==> config.mk <==
export PLATFORM = sky130hd
export DESIGN_NAME = mem_access_unit_flat
export DESIGN_NICKNAME = d
export VERILOG_FILES = /design/src/rtl/mem_access_unit_pkg.sv /design/src/rtl/mem_access_unit_if.sv /design/src/rtl/mem_access_unit_load_extract.sv /design/src/rtl/mem_access_unit.sv /design/src/flat_wrapper.sv
export SDC_FILE = /design/constraint.sdc
export NUM_CORES = 1
export LEC_CHECK = 0
export BUFFER_PORTS_ARGS = -buffer_cell sky130_fd_sc_hd__buf_2
export CAP_MARGIN = 20
export CORE_AREA = 3 3 134 136
export CTS_BUF_LIST = sky130_fd_sc_hd__clkbuf_16
export DETAILED_ROUTE_END_ITERATION = 8
export DIE_AREA = 0 0 137 139
export PLACE_DENSITY = 0.68
export RECOVER_POWER = 50
export SLEW_MARGIN = 10
export SYNTH_ARGS = -nofsm -noshare
export SYNTH_HDL_FRONTEND = slang
export SYNTH_SLANG_ARGS = --single-unit
==> constraint.sdc <==
create_clock -name clk -period 3.6 [get_ports clk]
set_input_delay 0.36 -clock clk [delete_from_list [all_inputs] [get_ports clk]]
set_output_delay 0.36 -clock clk [all_outputs]
set_load 0.005 [all_outputs]
==> src/rtl/mem_access_unit_pkg.sv <==
// mem_pkg: shared types and constants for the MEM-stage data-memory access unit.
//   - state_t         : access FSM states (IDLE, WAIT)
//   - MTR_*           : MemtoReg write-back source encodings
//   - TIMEOUT_DEFAULT : default ack wait limit in cycles
//   - LANE_B*         : byte-lane selects on address bits [1:0]
//   - sext8()         : sign-extend a byte to 32 bits
package mem_pkg;

  typedef enum logic {
    IDLE = 1'b0,
    WAIT = 1'b1
  } state_t;

  localparam logic [1:0] MTR_ALU = 2'b00;
  localparam logic [1:0] MTR_MEM = 2'b01;
  localparam logic [1:0] MTR_PC8 = 2'b10;

  localparam int unsigned TIMEOUT_DEFAULT = 16;

  localparam logic [1:0] LANE_B0 = 2'b00;  // bits  7:0
  localparam logic [1:0] LANE_B1 = 2'b01;  // bits 15:8
  localparam logic [1:0] LANE_B2 = 2'b10;  // bits 23:16
  localparam logic [1:0] LANE_B3 = 2'b11;  // bits 31:24

  function automatic logic [31:0] sext8(input logic [7:0] b);
    return {{24{b[7]}}, b};
  endfunction

endpackage

==> src/rtl/mem_access_unit_if.sv <==
// mem_access_unit_if: request/acknowledge data-memory bus.
//   dm_req   : access request            (master -> slave)
//   dm_we    : 1 = write                 (master -> slave)
//   dm_addr  : word-aligned address      (master -> slave)
//   dm_wdata : store data                (master -> slave)
//   dm_ack   : access complete           (slave -> master)
//   dm_rdata : read word, valid with ack (slave -> master)
interface mem_access_unit_if;
  logic        dm_req;
  logic        dm_we;
  logic [31:0] dm_addr;
  logic [31:0] dm_wdata;
  logic        dm_ack;
  logic [31:0] dm_rdata;

  modport master (
    output dm_req, dm_we, dm_addr, dm_wdata,
    input  dm_ack, dm_rdata
  );

  modport slave (
    input  dm_req, dm_we, dm_addr, dm_wdata,
    output dm_ack, dm_rdata
  );
endinterface

==> src/rtl/mem_access_unit_load_extract.sv <==
// load_extract: combinational load-data formatting.
//   i_rdata   : raw word from memory
//   i_addr_lo : byte offset (address bits [1:0])
//   i_lb      : 1 = lb (selected byte, sign-extended), 0 = lw (word as-is)
//   o_data    : formatted load data
module load_extract
  import mem_pkg::*;
(
  input  logic [31:0] i_rdata,
  input  logic [1:0]  i_addr_lo,
  input  logic        i_lb,
  output logic [31:0] o_data
);

  logic [7:0] w_byte;

  always_comb begin
    w_byte = '0;
    case (i_addr_lo)
      LANE_B0: w_byte = i_rdata[7:0];
      LANE_B1: w_byte = i_rdata[15:8];
      LANE_B2: w_byte = i_rdata[23:16];
      LANE_B3: w_byte = i_rdata[31:24];
      default: w_byte = '0;
    endcase
    o_data = i_lb ? sext8(w_byte) : i_rdata;
  end

endmodule

==> src/rtl/mem_access_unit.sv <==
// mem_access_unit: MEM-stage data-memory access unit.
//   clk, reset       : pipeline clock, synchronous active-high reset
//   MEM_*            : EX/MEM register outputs (control, Rw, ALUOut, Op2, PCplus8)
//   dm               : data-memory bus (master side)
//   stall            : freeze PC, IF/ID, ID/EX, EX/MEM while an access is outstanding
//   WB_*             : registered MEM/WB values
//   bus_err          : sticky flag, set when an access times out
//   stall_cnt        : total stall cycles (wraps)
module mem_access_unit
  import mem_pkg::*;
#(
  parameter int unsigned TIMEOUT = TIMEOUT_DEFAULT
) (
  input  logic               clk,
  input  logic               reset,
  input  logic               MEM_MemRead,
  input  logic               MEM_MemWrite,
  input  logic               MEM_RegWrite,
  input  logic               MEM_LbOp,
  input  logic [1:0]         MEM_MemtoReg,
  input  logic [4:0]         MEM_Rw,
  input  logic [31:0]        MEM_ALUOut,
  input  logic [31:0]        MEM_Op2,
  input  logic [31:0]        MEM_PCplus8,
  mem_access_unit_if.master  dm,
  output logic               stall,
  output logic               WB_RegWrite,
  output logic [1:0]         WB_MemtoReg,
  output logic [4:0]         WB_Rw,
  output logic [31:0]        WB_ALUOut,
  output logic [31:0]        WB_MemData,
  output logic [31:0]        WB_PCplus8,
  output logic               bus_err,
  output logic [31:0]        stall_cnt
);

  localparam int unsigned CW = (TIMEOUT > 2) ? $clog2(TIMEOUT) : 1;

  state_t          r_state;
  logic [CW-1:0]   r_wait_cnt;

  logic            w_acc;
  logic            w_timeout;
  logic            w_complete;
  logic            w_req;
  logic [31:0]     w_load;
  logic [31:0]     w_memdata;

  assign w_acc = MEM_MemRead | MEM_MemWrite;

  // An ack arriving in the final wait cycle is a normal completion, not a timeout.
  assign w_timeout  = (r_state == WAIT) && (r_wait_cnt == CW'(TIMEOUT - 1)) && !dm.dm_ack;
  assign w_complete = dm.dm_ack | w_timeout;

  // Request is held for the whole WAIT state; address/data come straight from
  // the EX/MEM inputs, which upstream holds constant while stalled.
  assign w_req = (r_state == WAIT) | w_acc;

  always_comb begin
    dm.dm_req   = ~reset & w_req;
    dm.dm_we    = ~reset & w_req & MEM_MemWrite;
    dm.dm_addr  = {MEM_ALUOut[31:2], 2'b00};
    dm.dm_wdata = MEM_Op2;
    stall       = ~reset & w_acc & ~w_complete;
  end

  load_extract u_load_extract (
    .i_rdata   (dm.dm_rdata),
    .i_addr_lo (MEM_ALUOut[1:0]),
    .i_lb      (MEM_LbOp),
    .o_data    (w_load)
  );

  assign w_memdata = w_timeout ? '0 : w_load;

  always_ff @(posedge clk) begin
    if (reset) begin
      r_state     <= IDLE;
      r_wait_cnt  <= '0;
      WB_RegWrite <= 1'b0;
      WB_MemtoReg <= '0;
      WB_Rw       <= '0;
      WB_ALUOut   <= '0;
      WB_MemData  <= '0;
      WB_PCplus8  <= '0;
      bus_err     <= 1'b0;
      stall_cnt   <= '0;
    end else begin
      case (r_state)
        IDLE: begin
          r_wait_cnt <= '0;
          if (w_acc && !dm.dm_ack) r_state <= WAIT;
        end
        WAIT: begin
          if (w_complete) begin
            r_state    <= IDLE;
            r_wait_cnt <= '0;
          end else begin
            r_wait_cnt <= r_wait_cnt + CW'(1);
          end
        end
        default: begin
          r_state    <= IDLE;
          r_wait_cnt <= '0;
        end
      endcase

      if (w_timeout) bus_err <= 1'b1;

      if (stall) begin
        stall_cnt   <= stall_cnt + 32'd1;
        WB_RegWrite <= 1'b0;
      end else begin
        WB_RegWrite <= MEM_RegWrite;
        WB_MemtoReg <= MEM_MemtoReg;
        WB_Rw       <= MEM_Rw;
        WB_ALUOut   <= MEM_ALUOut;
        WB_MemData  <= w_memdata;
        WB_PCplus8  <= MEM_PCplus8;
      end
    end
  end

endmodule

==> src/flat_wrapper.sv <==
// flat-port wrapper written by rule: the top's interface ports become plain ports
module mem_access_unit_flat import mem_pkg::*;
#(
  parameter int unsigned TIMEOUT = TIMEOUT_DEFAULT
)
  (clk, reset, MEM_MemRead, MEM_MemWrite, MEM_RegWrite, MEM_LbOp, MEM_MemtoReg, MEM_Rw, MEM_ALUOut, MEM_Op2, MEM_PCplus8, stall, WB_RegWrite, WB_MemtoReg, WB_Rw, WB_ALUOut, WB_MemData, WB_PCplus8, bus_err, stall_cnt, dm_dm_req, dm_dm_we, dm_dm_addr, dm_dm_wdata, dm_dm_ack, dm_dm_rdata);
  mem_access_unit_if dm_i ();
  input  logic clk;
  input  logic reset;
  input  logic MEM_MemRead;
  input  logic MEM_MemWrite;
  input  logic MEM_RegWrite;
  input  logic MEM_LbOp;
  input  logic [1:0] MEM_MemtoReg;
  input  logic [4:0] MEM_Rw;
  input  logic [31:0] MEM_ALUOut;
  input  logic [31:0] MEM_Op2;
  input  logic [31:0] MEM_PCplus8;
  output logic stall;
  output logic WB_RegWrite;
  output logic [1:0] WB_MemtoReg;
  output logic [4:0] WB_Rw;
  output logic [31:0] WB_ALUOut;
  output logic [31:0] WB_MemData;
  output logic [31:0] WB_PCplus8;
  output logic bus_err;
  output logic [31:0] stall_cnt;
  output wire logic [$bits(dm_i.dm_req)-1:0] dm_dm_req;
  output wire logic [$bits(dm_i.dm_we)-1:0] dm_dm_we;
  output wire logic [$bits(dm_i.dm_addr)-1:0] dm_dm_addr;
  output wire logic [$bits(dm_i.dm_wdata)-1:0] dm_dm_wdata;
  input wire logic [$bits(dm_i.dm_ack)-1:0] dm_dm_ack;
  input wire logic [$bits(dm_i.dm_rdata)-1:0] dm_dm_rdata;
  assign dm_dm_req = dm_i.dm_req;
  assign dm_dm_we = dm_i.dm_we;
  assign dm_dm_addr = dm_i.dm_addr;
  assign dm_dm_wdata = dm_i.dm_wdata;
  assign dm_i.dm_ack = dm_dm_ack;
  assign dm_i.dm_rdata = dm_dm_rdata;
  mem_access_unit #(.TIMEOUT(TIMEOUT)) u_core (.clk(clk), .reset(reset), .MEM_MemRead(MEM_MemRead), .MEM_MemWrite(MEM_MemWrite), .MEM_RegWrite(MEM_RegWrite), .MEM_LbOp(MEM_LbOp), .MEM_MemtoReg(MEM_MemtoReg), .MEM_Rw(MEM_Rw), .MEM_ALUOut(MEM_ALUOut), .MEM_Op2(MEM_Op2), .MEM_PCplus8(MEM_PCplus8), .dm(dm_i), .stall(stall), .WB_RegWrite(WB_RegWrite), .WB_MemtoReg(WB_MemtoReg), .WB_Rw(WB_Rw), .WB_ALUOut(WB_ALUOut), .WB_MemData(WB_MemData), .WB_PCplus8(WB_PCplus8), .bus_err(bus_err), .stall_cnt(stall_cnt));
endmodule
==> results of run 1 <==
routing by layer:
metal	global-route usage [%]	up-vias	wire [um]
met4	7.41	0	420
li1	-	2987	-
met5	0	-	0
met3	6.28	29	1560
met1	21.7	2701	7630
met2	28.9	232	8130
worst max-delay path, stage by stage (launching register included):
cell and delay, ns:
dfxtp_1 0.32, ha_1 0.24, a41oi_2 0.48, nand2_1 0.24, inv_4 0.35, buf_2 0.24
worst paths after layout:
| path | cells past startpoint | to | slack (ns) |
|---|---|---|---|
| setup / recovery | 5 | stall | 0.97 |
| hold / removal | 3 | u_core.WB_ALUOut[7]$_SDFFE_PP0N_ | 0.18 |
| setup reg to reg | 7 | u_core.WB_MemData[20]$_SDFFE_PP0N_ | 1.20 |
| hold reg to reg | 1 | u_core.r_wait_cnt[0]$_SDFF_PP0_ | 0.44 |
metrics by stage:
step / total power, W / std cells / setup slack, ns / hold slack, ns
floorplan: 0.00200 / 779 / 1.86 / 0.418
global placement: 0.00217 / 1172 / 1.33 / 0.430
detailed placement: 0.00218 / 1172 / 1.23 / 0.434
CTS: 0.00385 / 1204 / 0.968 / 0.173
global route: 0.00397 / 1204 / 0.853 / 0.177
finish: 0.00378 / 1204 / 0.967 / 0.183
area by class of cell:
| class | count | area, um2 |
|---|---|---|
| clock inverters | 15 | 138 |
| well taps | 225 | 282 |
| multi-input cells | 515 | 2710 |
| flip-flops and latches | 142 | 2840 |
| clock buffers | 17 | 425 |
| fillers | 1788 | 9310 |
| inverters | 6 | 25.0 |
| repair buffers | 284 | 1330 |
power by group through the flow:
| stage | Clock, W | Combinational [W] | Sequential (W) |
|---|---|---|---|
| 6_report | 0.00166 | 0.000405 | 0.00172 |
| 5_1_grt | 0.00178 | 0.000456 | 0.00173 |
| 4_1_cts | 0.00171 | 0.000430 | 0.00172 |
| 3_5_place_dp | 0 | 0.000430 | 0.00175 |
| 3_3_place_gp | 0 | 0.000428 | 0.00175 |
| 2_1_floorplan | 0 | 0.000241 | 0.00176 |
cells by family after synthesis:
group / synth area share, %
fa+ha+maj: 0.398
mux: 1.65
compound gates: 15.9
xor+xnor: 1.25
flops: 45.2
simple gates: 23.7
buf+inv: 11.9
other cells: 0.0596
cells in the mapped netlist:
| cell | number |
|---|---|
| o21ai_0 | 77 |
| a2bb2oi_1 | 7 |
| and2_1 | 2 |
| nand3_1 | 12 |
| nand4_2 | 3 |
| mux2i_1 | 7 |
| clkbuf_1 | 30 |
| o31ai_1 | 14 |
| inv_1 | 5 |
| a21oi_1 | 52 |
| nor4_1 | 1 |
| buf_1 | 2 |
| clkbuf_2 | 1 |
| nand2_1 | 188 |
| nor2_1 | 42 |
| a41oi_2 | 1 |
| or3_1 | 30 |
| mux2_2 | 3 |
| and4_4 | 2 |
| dfxtp_1 | 142 |
| or4_1 | 14 |
| conb_1 | 1 |
| nor2b_1 | 2 |
| o311ai_0 | 4 |
| xnor2_1 | 3 |
| nand4_1 | 12 |
| buf_6 | 3 |
| and3_1 | 6 |
| o22ai_1 | 1 |
| ha_1 | 2 |
| o21bai_1 | 1 |
| o221ai_1 | 7 |
| inv_2 | 1 |
| and4_1 | 4 |
| buf_4 | 66 |
| xor2_1 | 6 |
| nand4_4 | 1 |
| a21o_1 | 2 |
| o21ba_2 | 1 |
| buf_2 | 14 |
| o41ai_1 | 4 |
| nand2b_1 | 2 |
flip-flops by register name, indices dropped and copies added, names as in the netlist:
name / flops
u_core.WB_ALUOut: 32
u_core.r_wait_cnt: 4
u_core.WB_PCplus8: 32
u_core.WB_RegWrite: 1
u_core.WB_Rw: 5
u_core.stall_cnt: 32
u_core.r_state: 1
u_core.bus_err: 1
u_core.WB_MemData: 32
u_core.WB_MemtoReg: 2
==> impl_metrics.yaml, run 1 <==
yosys:
  netlist_area_mm2: 0.00629
  yosysTopAreaCell: "dfxtp_1"
  ys_top_cells_by_area: "dfxtp_1 (45%), nand2_1 (11%), buf_4 (7.9%)"
  yosysUniqueCellTypes: 42
  synth_top_area_share_pct: 45.2
  ys_warn_count: 0
  yosys_register_bits: 142
  syn_avg_cell_area_um2: 8.08
  syn_inst: 778
  seq_area_frac_synth_pct: 45.2
sta:
  timing.final.crit_period_ns: 2.63
  setup_viol: 0
  fmax_mhz: 380
  setup-tns-final_ns: 0
  slew_headroom_pct: 42.7
  fin_skew_ns: 0.00980
  worst_slew_pin_slew_ns: 0.860
  finalCritPeriodShare_pct: 73.1
  finalHoldViolCount: 0
  slew_violations: 0
  rsz0062_at_grt: "no"
route:
  drt_iter0_drc: 317
  wl_um: 17700
  antenna_left: 0
  viasPerCell: 4.94
  dr.pass1.iters: 4
  vias: 5949
  drc: 0
  post_drt_wl_per_cell_um: 14.7
global_route:
  grt_pass1_vias: 5410
  grt_overflow: 0
  grt_max_degree: 104
  antenna_found_initial: 0
  grt_usage_pct: 17.9
  grt_pass1_wl_um: 27600
clocking:
  cts_root_buf: "clkbuf_16"
  ctsHtreeMaxLevel: 4
  cts_tree: "yes"
  path_clk_slew_ns: 0.06
  ctsResizeCount: 0
  clock_sink_count: 142
  cts_setup_buffers: 0
  cts_hold_buf: 0
  cts_buffers: 17
  clock_latency_ns: 0.41
  cts_buffer_depth: 2
pwr:
  p_per_area_mw_per_mm2: 488
  swShare_pct: 26.1
  pwr-share-clk_pct: 43.9
  p_leak_nw: 3.28
  power_frac_comb_pct: 10.7
  intPower_w: 0.00280
  switchingPower_w: 0.000986
  p_seq_share_pct: 45.4
  peakVddDrop_mv: 0.305
place:
  io_buffers: 279
  dp_hpwl_um: 12800
  dpl_cell_area_mm2: 0.00732
  routabilityCongestion: 0.811
floorplanning:
  core-area_mm2: 0.0171
  dieHeight_um: 139
  die_width_um: 137
  io_pins: 346
  die_area_mm2: 0.0190
  initial_core_util_pct: 36.9
  row_count: 48
min_path:
  min_path_type: "in2reg"
  worst_hold_startpoint: "MEM_ALUOut[7]"
worst_setup_path:
  worstSetupStartpointType: "flip-flop"
  crit_start: "u_core.r_wait_cnt[0]$_SDFF_PP0_"
  worst-path-max-fanout: 30
  crit_required_ns: 3.24
  worstPathArrival_ns: 2.27
  critPathKind: "reg2out"
  critPathCaptureType: "output pin"
  rr_startpoint: "u_core.r_wait_cnt[0]$_SDFF_PP0_"
final_layout:
  diodes: 0
  layout-drive-gt1-share_pct: 23.1
  final_cell_mix: "nand2_1 (188), buf_2 (176), dfxtp_1 (142)"
  area_growth_pct: 23.3
  fin_util_pct: 45.4
  final_common_cell: "nand2_1"
  final_nets: 1110
  fin_area_mm2: 0.00775
outcome:
  status: "finished clean"
run:
  cap_violations: 0
(Power assumes the default switching activity.)
==> run 2: changes to the inputs <==
ABC_AREA = 1   (was not set)
CORE_AREA = not set   (was 3 3 134 136)
CORE_MARGIN = 3   (was not set)
CORE_UTILIZATION = 40   (was not set)
DIE_AREA = not set   (was 0 0 137 139)
PLACE_DENSITY = 0.72   (was 0.68)
clock period = 2.7 ns   (was 3.6 ns; I/O delays follow)
==> impl_metrics.yaml, run 2 <==
final_layout:
  final_cells: 1352
  final_common_cell: "nand2_1"
  fillCellCount: 1646
  layout-drive-gt1-share_pct: 22.2
  register_area_mm2: 0.00284
  final_cell_mix: "nand2_1 (316), buf_2 (179), dfxtp_1 (142)"
  area_growth_pct: 22.3
  multi_input_area_mm2: 0.00289
  final_nets: 1266
global_route:
  grt_usage_pct: 20.8
  antenna_found_initial: 1
  grt_pass1_vias: 6016
  grt_max_degree: 86
  grt_overflow: 0
  grt_pass1_wl_um: 30100
floorplanning:
  dieHeight_um: 135
  die_area_mm2: 0.0182
  die_width_um: 135
  io_pins: 346
  core-area_mm2: 0.0161
  row_count: 46
  initial_core_util_pct: 41.3
sta:
  worst_slew_pin_slew_ns: 0.556
  finalHoldViolCount: 0
  slew_headroom_pct: 62.9
  fin_skew_ns: 0.00738
  setup-tns-final_ns: 0
  setup_viol: 0
  finalCritPeriodShare_pct: 82.3
  slew_violations: 0
  rsz0062_at_grt: "no"
  timing.final.crit_period_ns: 2.22
  fmax_mhz: 450
clocking:
  ctsHtreeMaxLevel: 4
  path_clk_slew_ns: 0.06
  ctsResizeCount: 0
  cts_root_buf: "clkbuf_16"
  cts_buffers: 17
  cts_buffer_depth: 2
  cts_hold_buf: 0
  cts_tree: "yes"
  clock_latency_ns: 0.41
  clock_sink_count: 142
  cts_setup_buffers: 0
yosys:
  yosysTopAreaCell: "dfxtp_1"
  seq_area_frac_synth_pct: 42.9
  ys_warn_count: 0
  yosysMostFrequentCell: "nand2_1"
  netlist_area_mm2: 0.00663
  syn_inst: 921
  synth_edf_count: 0
  synth-async-reset-ratio_pct: 0
  synth_top_cells_by_count: "nand2_1 (316), dfxtp_1 (142), nand3_1 (109)"
  yosysUniqueCellTypes: 40
  syn_avg_cell_area_um2: 7.20
  yosys_register_bits: 142
  ys_top_cells_by_area: "dfxtp_1 (43%), nand2_1 (18%), nand3_1 (8.2%)"
  synth_top_area_share_pct: 42.9
  synth_ff_type: "dfxtp_1"
worst_setup_path:
  critPathCaptureType: "output pin"
  worst-path-buf-inv: 2
  rr_startpoint: "u_core.r_wait_cnt[0]$_SDFF_PP0_"
  regToRegEndpoint: "u_core.stall_cnt[9]$_SDFFE_PP0P_"
  critical-path-max-stage-delay_ns: 0.35
  cp.depth: 7
  crit_end: "stall"
  ff2ff_path_depth: 10
  crit_start: "u_core.r_wait_cnt[0]$_SDFF_PP0_"
  worstSetupStartpointType: "flip-flop"
  ff2ff_setup_slack_ns: 0.64
  critPathTopFamily: "simple AND/OR/NAND/NOR gates"
  crit_slowest_cell: "dfxtp_1"
  critPathKind: "reg2out"
  crit_required_ns: 2.43
  path_cells: "ha_1 > nand2_1 > nor2_1 > nor2_4 > nand2_4 > clkinv_2 > buf_2"
  worst-path-max-fanout: 17
  worstPathArrival_ns: 1.95
route:
  dr.pass1.iters: 5
  wl_um: 19800
  antenna_left: 0
  wl_met3_um: 1810
  vias: 6508
  wl_met2_um: 9590
  top_layer_used: "met4"
  viasPerCell: 4.81
  met1_length_um: 8010
  drt_iter0_drc: 252
  drc: 0
  post_drt_wl_per_cell_um: 14.6
place:
  placedCellCount: 1319
  io_buffers: 279
  routabilityCongestion: 0.887
  dp_hpwl_um: 14900
pwr:
  peakVddDrop_mv: 0.455
  p_per_area_mw_per_mm2: 614
  p_leak_nw: 3.79
run:
  cap_violations: 0
min_path:
  hold_depth: 3
  min_path_type: "in2reg"
outcome:
  status: "finished clean"
## run 2: stage by stage
stage | area, um2 | power (W) | util, % | hold WS, ns | setup WS (ns)
6_report | 8110 | 0.00498 | 50.5 | 0.0685 | 0.477
5_1_grt | 8110 | 0.00521 | 50.5 | 0.0642 | 0.330
4_1_cts | 8240 | 0.00506 | 51.3 | 0.0546 | 0.584
3_5_place_dp | 7700 | 0.00293 | 48.0 | 0.434 | 0.745
3_3_place_gp | 7700 | 0.00292 | 48.0 | 0.431 | 0.811
2_1_floorplan | 6630 | 0.00268 | - | 0.382 | 1.16
## run 2: area by class of cell
type | instances | area share [%]
diodes | 1 | 0.0309
clock buffers | 17 | 5.25
clock inverters | 15 | 1.33
inverters | 52 | 2.42
multi-input cells | 620 | 35.7
flip-flops and latches | 142 | 35.1
well taps | 216 | 3.33
repair buffers | 289 | 16.9
## run 2: worst reg2reg max path: stages, from the launching register on
cell	delay, ns
dfxtp_1	0.35
ha_1	0.18
nand2_1	0.06
nor2_1	0.29
nor2_4	0.09
nand2_4	0.09
clkinv_2	0.23
buf_12	0.28
nand3_1	0.18
nand2_1	0.05
nor3b_1	0.13
## run 2: cells by family (layout without fill, tap and decap cells)
| kind of cell | after synthesis | in the layout | synth area share (%) |
|---|---|---|---|
| AND/OR/NAND/NOR | 530 | 530 | 35.1 |
| buffers and inverters | 160 | 373 | 13.5 |
| flip-flops | 142 | 142 | 42.9 |
| AO/OA/AOI/OAI | 79 | 79 | 7.19 |
| XOR/XNOR | 7 | 7 | 0.925 |
| adder cells (fa/ha/maj) | 2 | 2 | 0.377 |
| other | 1 | 3 | 0.0566 |
## run 2: routing by layer
layer / track usage (%) / up-vias
met4: 7.58 / 0
met1: 24.1 / 2926
met3: 7.71 / 29
li1: - / 3278
met2: 35.1 / 275
met5: 0 / -
## run 2: worst min path at each step
stage | start | end | slack, ns
floorplan | MEM_RegWrite | u_core.WB_RegWrite$_SDFF_PP0_ | 0.38
global placement | u_core.r_wait_cnt[0]$_SDFF_PP0_ | u_core.r_wait_cnt[0]$_SDFF_PP0_ | 0.43
detailed placement | u_core.WB_PCplus8[2]$_SDFFE_PP0N_ | u_core.WB_PCplus8[2]$_SDFFE_PP0N_ | 0.43
CTS | MEM_Rw[0] | u_core.WB_Rw[0]$_SDFFE_PP0N_ | 0.05
global route | MEM_PCplus8[0] | u_core.WB_PCplus8[0]$_SDFFE_PP0N_ | 0.06
finish | MEM_PCplus8[0] | u_core.WB_PCplus8[0]$_SDFFE_PP0N_ | 0.07
## run 2: power by group
| part | switching [W] | internal [W] | total (W) |
|---|---|---|---|
| registers | 0.0000659 | 0.00222 | 0.00229 |
| clock network | 0.000881 | 0.00124 | 0.00212 |
| logic | 0.000337 | 0.000235 | 0.000572 |
